[config.mk]
export PLATFORM = sky130hd
export DESIGN_NAME = riscv_mem_responder_flat
export DESIGN_NICKNAME = d
export VERILOG_FILES = /design/src/rtl/riscv_mem_pkg.sv /design/src/rtl/riscv_mem_responder_if.sv /design/src/rtl/riscv_mem_array.sv /design/src/rtl/riscv_mem_responder.sv /design/src/flat_wrapper.sv
export SDC_FILE = /design/constraint.sdc
export NUM_CORES = 2
export LEC_CHECK = 0
export BUFFER_PORTS_ARGS = -buffer_cell sky130_fd_sc_hd__buf_2
export CAP_MARGIN = 0
export CORE_MARGIN = 4
export CORE_UTILIZATION = 38
export CTS_CLUSTER_SIZE = 30
export DETAILED_ROUTE_END_ITERATION = 8
export PLACE_DENSITY = 0.56
export SYNTH_ARGS = -nofsm -noshare
export SYNTH_HDL_FRONTEND = slang
export SYNTH_SLANG_ARGS = --single-unit
export TNS_END_PERCENT = 5
[constraint.sdc]
create_clock -name clk -period 4.94 [get_ports clk]
set_input_delay 0.247 -clock clk [delete_from_list [all_inputs] [get_ports clk]]
set_output_delay 0.247 -clock clk [all_outputs]
set_load 0.01 [all_outputs]
[src/rtl/riscv_mem_pkg.sv]
// Shared types and helpers for the memory responder and its word array.
package riscv_mem_pkg;

    typedef enum logic [1:0] {
        IDLE = 2'd0,
        WAIT = 2'd1,
        RESP = 2'd2
    } mem_resp_state_e;

    localparam logic [31:0] MEM_ERR_DATA = 32'hdeadbeef;

    function automatic logic [31:0] be_merge(input logic [31:0] old_word,
                                             input logic [31:0] new_word,
                                             input logic [3:0]  be);
        logic [31:0] merged;
        merged = old_word;
        for (int i = 0; i < 4; i++) begin
            if (be[i]) merged[8*i +: 8] = new_word[8*i +: 8];
        end
        return merged;
    endfunction

endpackage

[src/rtl/riscv_mem_responder_if.sv]
// Request/response bundle between the core's memory port and the responder.
interface riscv_mem_responder_if;
    logic        req;
    logic        we;
    logic [31:0] addr;
    logic [3:0]  be;
    logic [31:0] wdata;
    logic        ready;
    logic [31:0] rdata;
    logic        err;
    logic        busy;

    modport master (output req, we, addr, be, wdata,
                    input  ready, rdata, err, busy);

    modport slave  (input  req, we, addr, be, wdata,
                    output ready, rdata, err, busy);
endinterface

[src/rtl/riscv_mem_array.sv]
// Word array with byte-enable synchronous write and asynchronous read.
module riscv_mem_array
    import riscv_mem_pkg::*;
#(
    parameter int DEPTH_WORDS = 64,
    localparam int AW = $clog2(DEPTH_WORDS)
) (
    input  logic          clk,
    input  logic          wr_en,
    input  logic [AW-1:0] word_addr,
    input  logic [3:0]    wbe,
    input  logic [31:0]   wdata,
    output logic [31:0]   rdata
);

    // Not reset: contents survive a responder reset.
    logic [31:0] _mem [DEPTH_WORDS];

    always_ff @(posedge clk) begin
        if (wr_en) _mem[word_addr] <= be_merge(_mem[word_addr], wdata, wbe);
    end

    assign rdata = _mem[word_addr];

endmodule

[src/rtl/riscv_mem_responder.sv]
// Memory-side responder: accepts one request, waits WAIT_CYCLES, answers with a ready pulse.
//
// state | meaning
// IDLE  | no transaction; accept on req
// WAIT  | request latched, counting down wait states
// RESP  | ready pulse cycle carrying rdata/err
module riscv_mem_responder
    import riscv_mem_pkg::*;
#(
    parameter int DEPTH_WORDS = 64,
    parameter int WAIT_CYCLES = 2
) (
    input  logic                  clk,
    input  logic                  rst,
    riscv_mem_responder_if.slave  bus
);

    localparam int          AW        = $clog2(DEPTH_WORDS);
    localparam logic [31:0] MEM_BYTES = 32'(DEPTH_WORDS * 4);

    mem_resp_state_e state;
    logic [3:0]      cnt;
    logic            lat_we;
    logic [31:0]     lat_addr;
    logic [3:0]      lat_be;
    logic [31:0]     lat_wdata;
    logic            ready_q;
    logic            err_q;
    logic            busy_q;
    logic [31:0]     rdata_q;

    logic            go_resp;
    logic            cur_we;
    logic [31:0]     cur_addr;
    logic [3:0]      cur_be;
    logic [31:0]     cur_wdata;
    logic            cur_err;
    logic            wr_en;
    logic [31:0]     mem_rdata;
    logic [31:0]     resp_data;

    // With zero wait states the RESP-entry edge is the acceptance edge, so the
    // live bus fields are used there; otherwise the latched copies.
    always_comb begin
        go_resp   = ((state == IDLE) && bus.req && (WAIT_CYCLES == 0)) ||
                    ((state == WAIT) && (cnt == 4'd0));
        cur_we    = (state == IDLE) ? bus.we    : lat_we;
        cur_addr  = (state == IDLE) ? bus.addr  : lat_addr;
        cur_be    = (state == IDLE) ? bus.be    : lat_be;
        cur_wdata = (state == IDLE) ? bus.wdata : lat_wdata;
        cur_err   = (cur_addr[1:0] != 2'b00) || (cur_addr >= MEM_BYTES) ||
                    (cur_we && (cur_be == 4'b0000));
        wr_en     = go_resp && cur_we && !cur_err && rst;
        if (cur_err)     resp_data = MEM_ERR_DATA;
        else if (cur_we) resp_data = 32'd0;
        else             resp_data = mem_rdata;
    end

    riscv_mem_array #(.DEPTH_WORDS(DEPTH_WORDS)) u_array (
        .clk       (clk),
        .wr_en     (wr_en),
        .word_addr (cur_addr[AW+1:2]),
        .wbe       (cur_be),
        .wdata     (cur_wdata),
        .rdata     (mem_rdata)
    );

    always_ff @(posedge clk or negedge rst) begin
        if (!rst) begin
            state     <= IDLE;
            cnt       <= 4'd0;
            lat_we    <= 1'b0;
            lat_addr  <= 32'd0;
            lat_be    <= 4'd0;
            lat_wdata <= 32'd0;
            ready_q   <= 1'b0;
            err_q     <= 1'b0;
            busy_q    <= 1'b0;
            rdata_q   <= 32'd0;
        end else begin
            case (state)
                IDLE: begin
                    if (bus.req) begin
                        lat_we    <= bus.we;
                        lat_addr  <= bus.addr;
                        lat_be    <= bus.be;
                        lat_wdata <= bus.wdata;
                        busy_q    <= 1'b1;
                        cnt       <= (WAIT_CYCLES == 0) ? 4'd0 : 4'(WAIT_CYCLES - 1);
                        state     <= WAIT;
                    end
                end
                WAIT: begin
                    if (cnt != 4'd0) cnt <= cnt - 4'd1;
                end
                RESP: begin
                    state   <= IDLE;
                    ready_q <= 1'b0;
                    err_q   <= 1'b0;
                    busy_q  <= 1'b0;
                    rdata_q <= 32'd0;
                end
                default: state <= IDLE;
            endcase
            if (go_resp) begin
                state   <= RESP;
                ready_q <= 1'b1;
                err_q   <= cur_err;
                rdata_q <= resp_data;
            end
        end
    end

    assign bus.ready = ready_q;
    assign bus.err   = err_q;
    assign bus.busy  = busy_q;
    assign bus.rdata = rdata_q;

endmodule

[src/flat_wrapper.sv]
// flat-port wrapper written by rule: the top's interface ports become plain ports
module riscv_mem_responder_flat import riscv_mem_pkg::*;
#(
    parameter int DEPTH_WORDS = 64,
    parameter int WAIT_CYCLES = 2
)
  (clk, rst, bus_req, bus_we, bus_addr, bus_be, bus_wdata, bus_ready, bus_rdata, bus_err, bus_busy);
  riscv_mem_responder_if bus_i ();
  input  logic clk;
  input  logic rst;
  input wire logic [$bits(bus_i.req)-1:0] bus_req;
  input wire logic [$bits(bus_i.we)-1:0] bus_we;
  input wire logic [$bits(bus_i.addr)-1:0] bus_addr;
  input wire logic [$bits(bus_i.be)-1:0] bus_be;
  input wire logic [$bits(bus_i.wdata)-1:0] bus_wdata;
  output wire logic [$bits(bus_i.ready)-1:0] bus_ready;
  output wire logic [$bits(bus_i.rdata)-1:0] bus_rdata;
  output wire logic [$bits(bus_i.err)-1:0] bus_err;
  output wire logic [$bits(bus_i.busy)-1:0] bus_busy;
  assign bus_i.req = bus_req;
  assign bus_i.we = bus_we;
  assign bus_i.addr = bus_addr;
  assign bus_i.be = bus_be;
  assign bus_i.wdata = bus_wdata;
  assign bus_ready = bus_i.ready;
  assign bus_rdata = bus_i.rdata;
  assign bus_err = bus_i.err;
  assign bus_busy = bus_i.busy;
  riscv_mem_responder #(.DEPTH_WORDS(DEPTH_WORDS), .WAIT_CYCLES(WAIT_CYCLES)) u_core (.clk(clk), .rst(rst), .bus(bus_i));
endmodule
==> metrics.yaml <==
core_um2: 215000
synth_compound_area_frac: 0.131
vias: 51569
synth_simple_gate_area_frac: 0.0283
final_core_util: 0.458
cts_buffers: 214
drt_iter0_drc: 8008
nets: 5367
syn_inst: 4786
synth-edff-count: 2048
muxShareOfSynthArea: 0.0370
crit_path_frequent_cell: "buf_4"
drive_gt1_frac: 0.205
drv_slew: 0
relSlewSlack: 0.0982
clock_path_buffers: 3
instances_no_fill: 8317
syn_nets: 4860
worst_pin_slew_ps: 1340
synth_top_family_by_area: "compound AO/OA/AOI/OAI gates"
slowest_stage: "or4b_2"
required_ps: 5620
finalCritPeriodShare: 1.00
cp-start-kind: "register"
critPathKind: "register to register"
status: "complete, but fails checks"
min_period_ps: 4960
die_w_um: 473
routedWlPerCell_um: 34.7
cp-end-kind: "register"
cts_tree: "built"
fill_cells: 18242
yosysSeqAreaShare: 0.782
area_growth_pct: 19.8
wl_um: 289000
grt_pass1_vias: 48747
cts_root_buf: "clkbuf_16"
ys_ff_latch: 2158
cp.depth: 14
numClockSinks: 2158
setup_violations: 33
min_path_type: "primary input to asynchronous set/reset pin"
critical-path-max-stage-delay_ps: 680
grt_max_degree: 72
synth.area.top_cells: "edfxtp_1 (75%), a221oi_1 (3.9%), dfrtp_1 (3.3%)"
htree_num_levels: 4
critPathBufInv: 6
drt_pass1_iterations: 6
grt.overflow.total: 0
ys_types: 80
worst_r2r_path_depth: 14
place_inst: 7844
drc: 0
crit_arrival_ps: 5650
cp_top_family: "compound AO/OA/AOI/OAI gates"
grt_first_pass_wirelength_um: 398000
post_cts_buffers: 0
reg2reg_slack_ps: -20
yosysTopAreaCell: "edfxtp_1"
synth_most_common_cell: "edfxtp_1"
insertion_delay_ps: 870
ys_warn_count: 0
dp_hpwl_um: 182000
synth_fa_ha_area_frac: 0.000304
die_h_um: 473
final_antenna_net_count: 0
dieArea_um2: 224000
multi_input_area_um2: 17400
crit_path_max_fanout: 41
synth_common_cells: "edfxtp_1 (2048), a221oi_1 (367), a22oi_1 (260)"
initial_core_util: 0.383
fin_worst_skew_ps: 49.5
grt_setup_unrepaired: "false"
grtUsageTotal: 0.252
synthXorXnorAreaFrac: 0.000213
crit_chain: "buf_4, buf_4, or4b_2, o21ai_4, buf_12, buf_12, a221oi_1, o22ai_1, a22oi_1, nand3_2, nor4_1, buf_4, a21oi_4, buf_4"
regArea_um2: 64300
synthArstFlopShare: 0.0510
synth_area_um2: 82200
antenna_found_initial: 20
post_drt_via_cell_ratio: 6.20
fmax_ghz: 0.201
gp_congestion: 0.944
avgSynthCellArea_um2: 17.2
rows: 170
io_buffers: 106
dominantRegCellSynth: "edfxtp_1"
yosys.area.top_type_share: 0.748
io_pins: 107
cap_violations: 0
clk_pin_slew_ps: 60
fin_ws_ps: -24.7
finalHoldViolations: 0
failed_checks: "setup timing"
worst reg2reg max path, delay by kind of cell, from the launching register on:
family                 cells  cell delay (ps)
flip-flops                 1              420
AND/OR/NAND/NOR            3             1040
buffers and inverters      6             1600
AO/OA/AOI/OAI              5             1710
registers in the layout (all words and copies together) (netlist names), 2 cells and up:
register and count:
u_core.cnt 4, u_core.lat_wdata 32, u_core.lat_addr 32, u_core.lat_be 4, u_core.bus.rdata 32, u_core.state 2
u_core.u_array._mem 2048
per-layer routing:
metal / global-route usage / vias up / part of all wire
met1: 0.355 / 26897 / 0.40
met4: 0.109 / 8 / 0.049
li1: - / 20934 / -
met5: 0 / - / 0.00017
met3: 0.0603 / 480 / 0.12
met2: 0.374 / 3250 / 0.44
final timing paths:
kind	end	startpoint
hold / removal	u_core.bus.err$_DFFE_PN0P_	rst
setup reg to reg	u_core.u_array._mem[41][29]$_DFFE_PP_	u_core.state[1]$_DFFE_PN0P_
hold reg to reg	u_core.lat_wdata[15]$_DFFE_PN0P_	u_core.lat_wdata[15]$_DFFE_PN0P_
min in group clk	u_core.lat_addr[23]$_DFFE_PN0P_	bus_addr[23]
max in group asynchronous	u_core.state[0]$_DFFE_PN0P_	rst
setup / recovery	u_core.u_array._mem[41][29]$_DFFE_PP_	u_core.state[1]$_DFFE_PN0P_
logic make-up after synthesis:
| logic type | count (synthesis) |
|---|---|
| AO/OA/AOI/OAI | 1467 |
| XOR/XNOR | 2 |
| adder cells (fa/ha/maj) | 2 |
| buffers and inverters | 363 |
| flip-flops | 2158 |
| multiplexers | 293 |
| AND/OR/NAND/NOR | 501 |
repair_timing:
item / in CTS / in global routing
endpoints found under the setup margin: 135 / 213
hold endpoints to repair: 123 / 0
gates resized for setup: 4 / 6
hold buffers: 71 / 0
pin swaps: 1 / 0
cells in the final DEF (no fill, tap or decap), types with 34 or more instances in the layout:
master and instances:
buf_4 345, nand2_1 214, a21oi_4 34, a22o_1 75, dlygate4sd3_1 71, mux2_2 76, a21oi_1 189, clkinv_2 39
edfxtp_1 2048, clkinv_1 51, and2_1 34, a221oi_1 366, buf_12 127, o22ai_1 201, dfrtp_1 109, mux2i_1 208
a22oi_1 260, o21ai_1 47, clkbuf_1 49, nor2_1 50, a211oi_1 49, clkbuf_16 218, a222oi_1 50, o21ai_0 91
nor2_4 68, buf_2 105
metrics by stage:
| stage | setup slack (ps) | TNS [ps] | cell area (µm²) | hold slack [ps] |
|---|---|---|---|---|
| final | -24.7 | -381 | 98500 | 162 |
| after CTS | 83.0 | 0 | 98400 | 119 |
| after global placement | -4.34 | -77.1 | 90800 | 467 |
| after global routing | 32.6 | 0 | 98500 | 173 |
| after floorplan | 379 | 0 | 82200 | -48.6 |
| after detailed placement | -32.6 | -1410 | 90800 | 477 |
cell type report:
type                       instances  area share
multi-input combinational       2265       0.176
clock inverter                   129      0.0129
inverter                           6    0.000229
tap                             2838      0.0361
clock buffer                     269      0.0575
antenna                            4    0.000102
sequential                      2158       0.652
timing repair buffer             648      0.0647
Power is not shown: default switching activity piles up to over one toggle a cycle in this logic, so the estimate is an artifact.
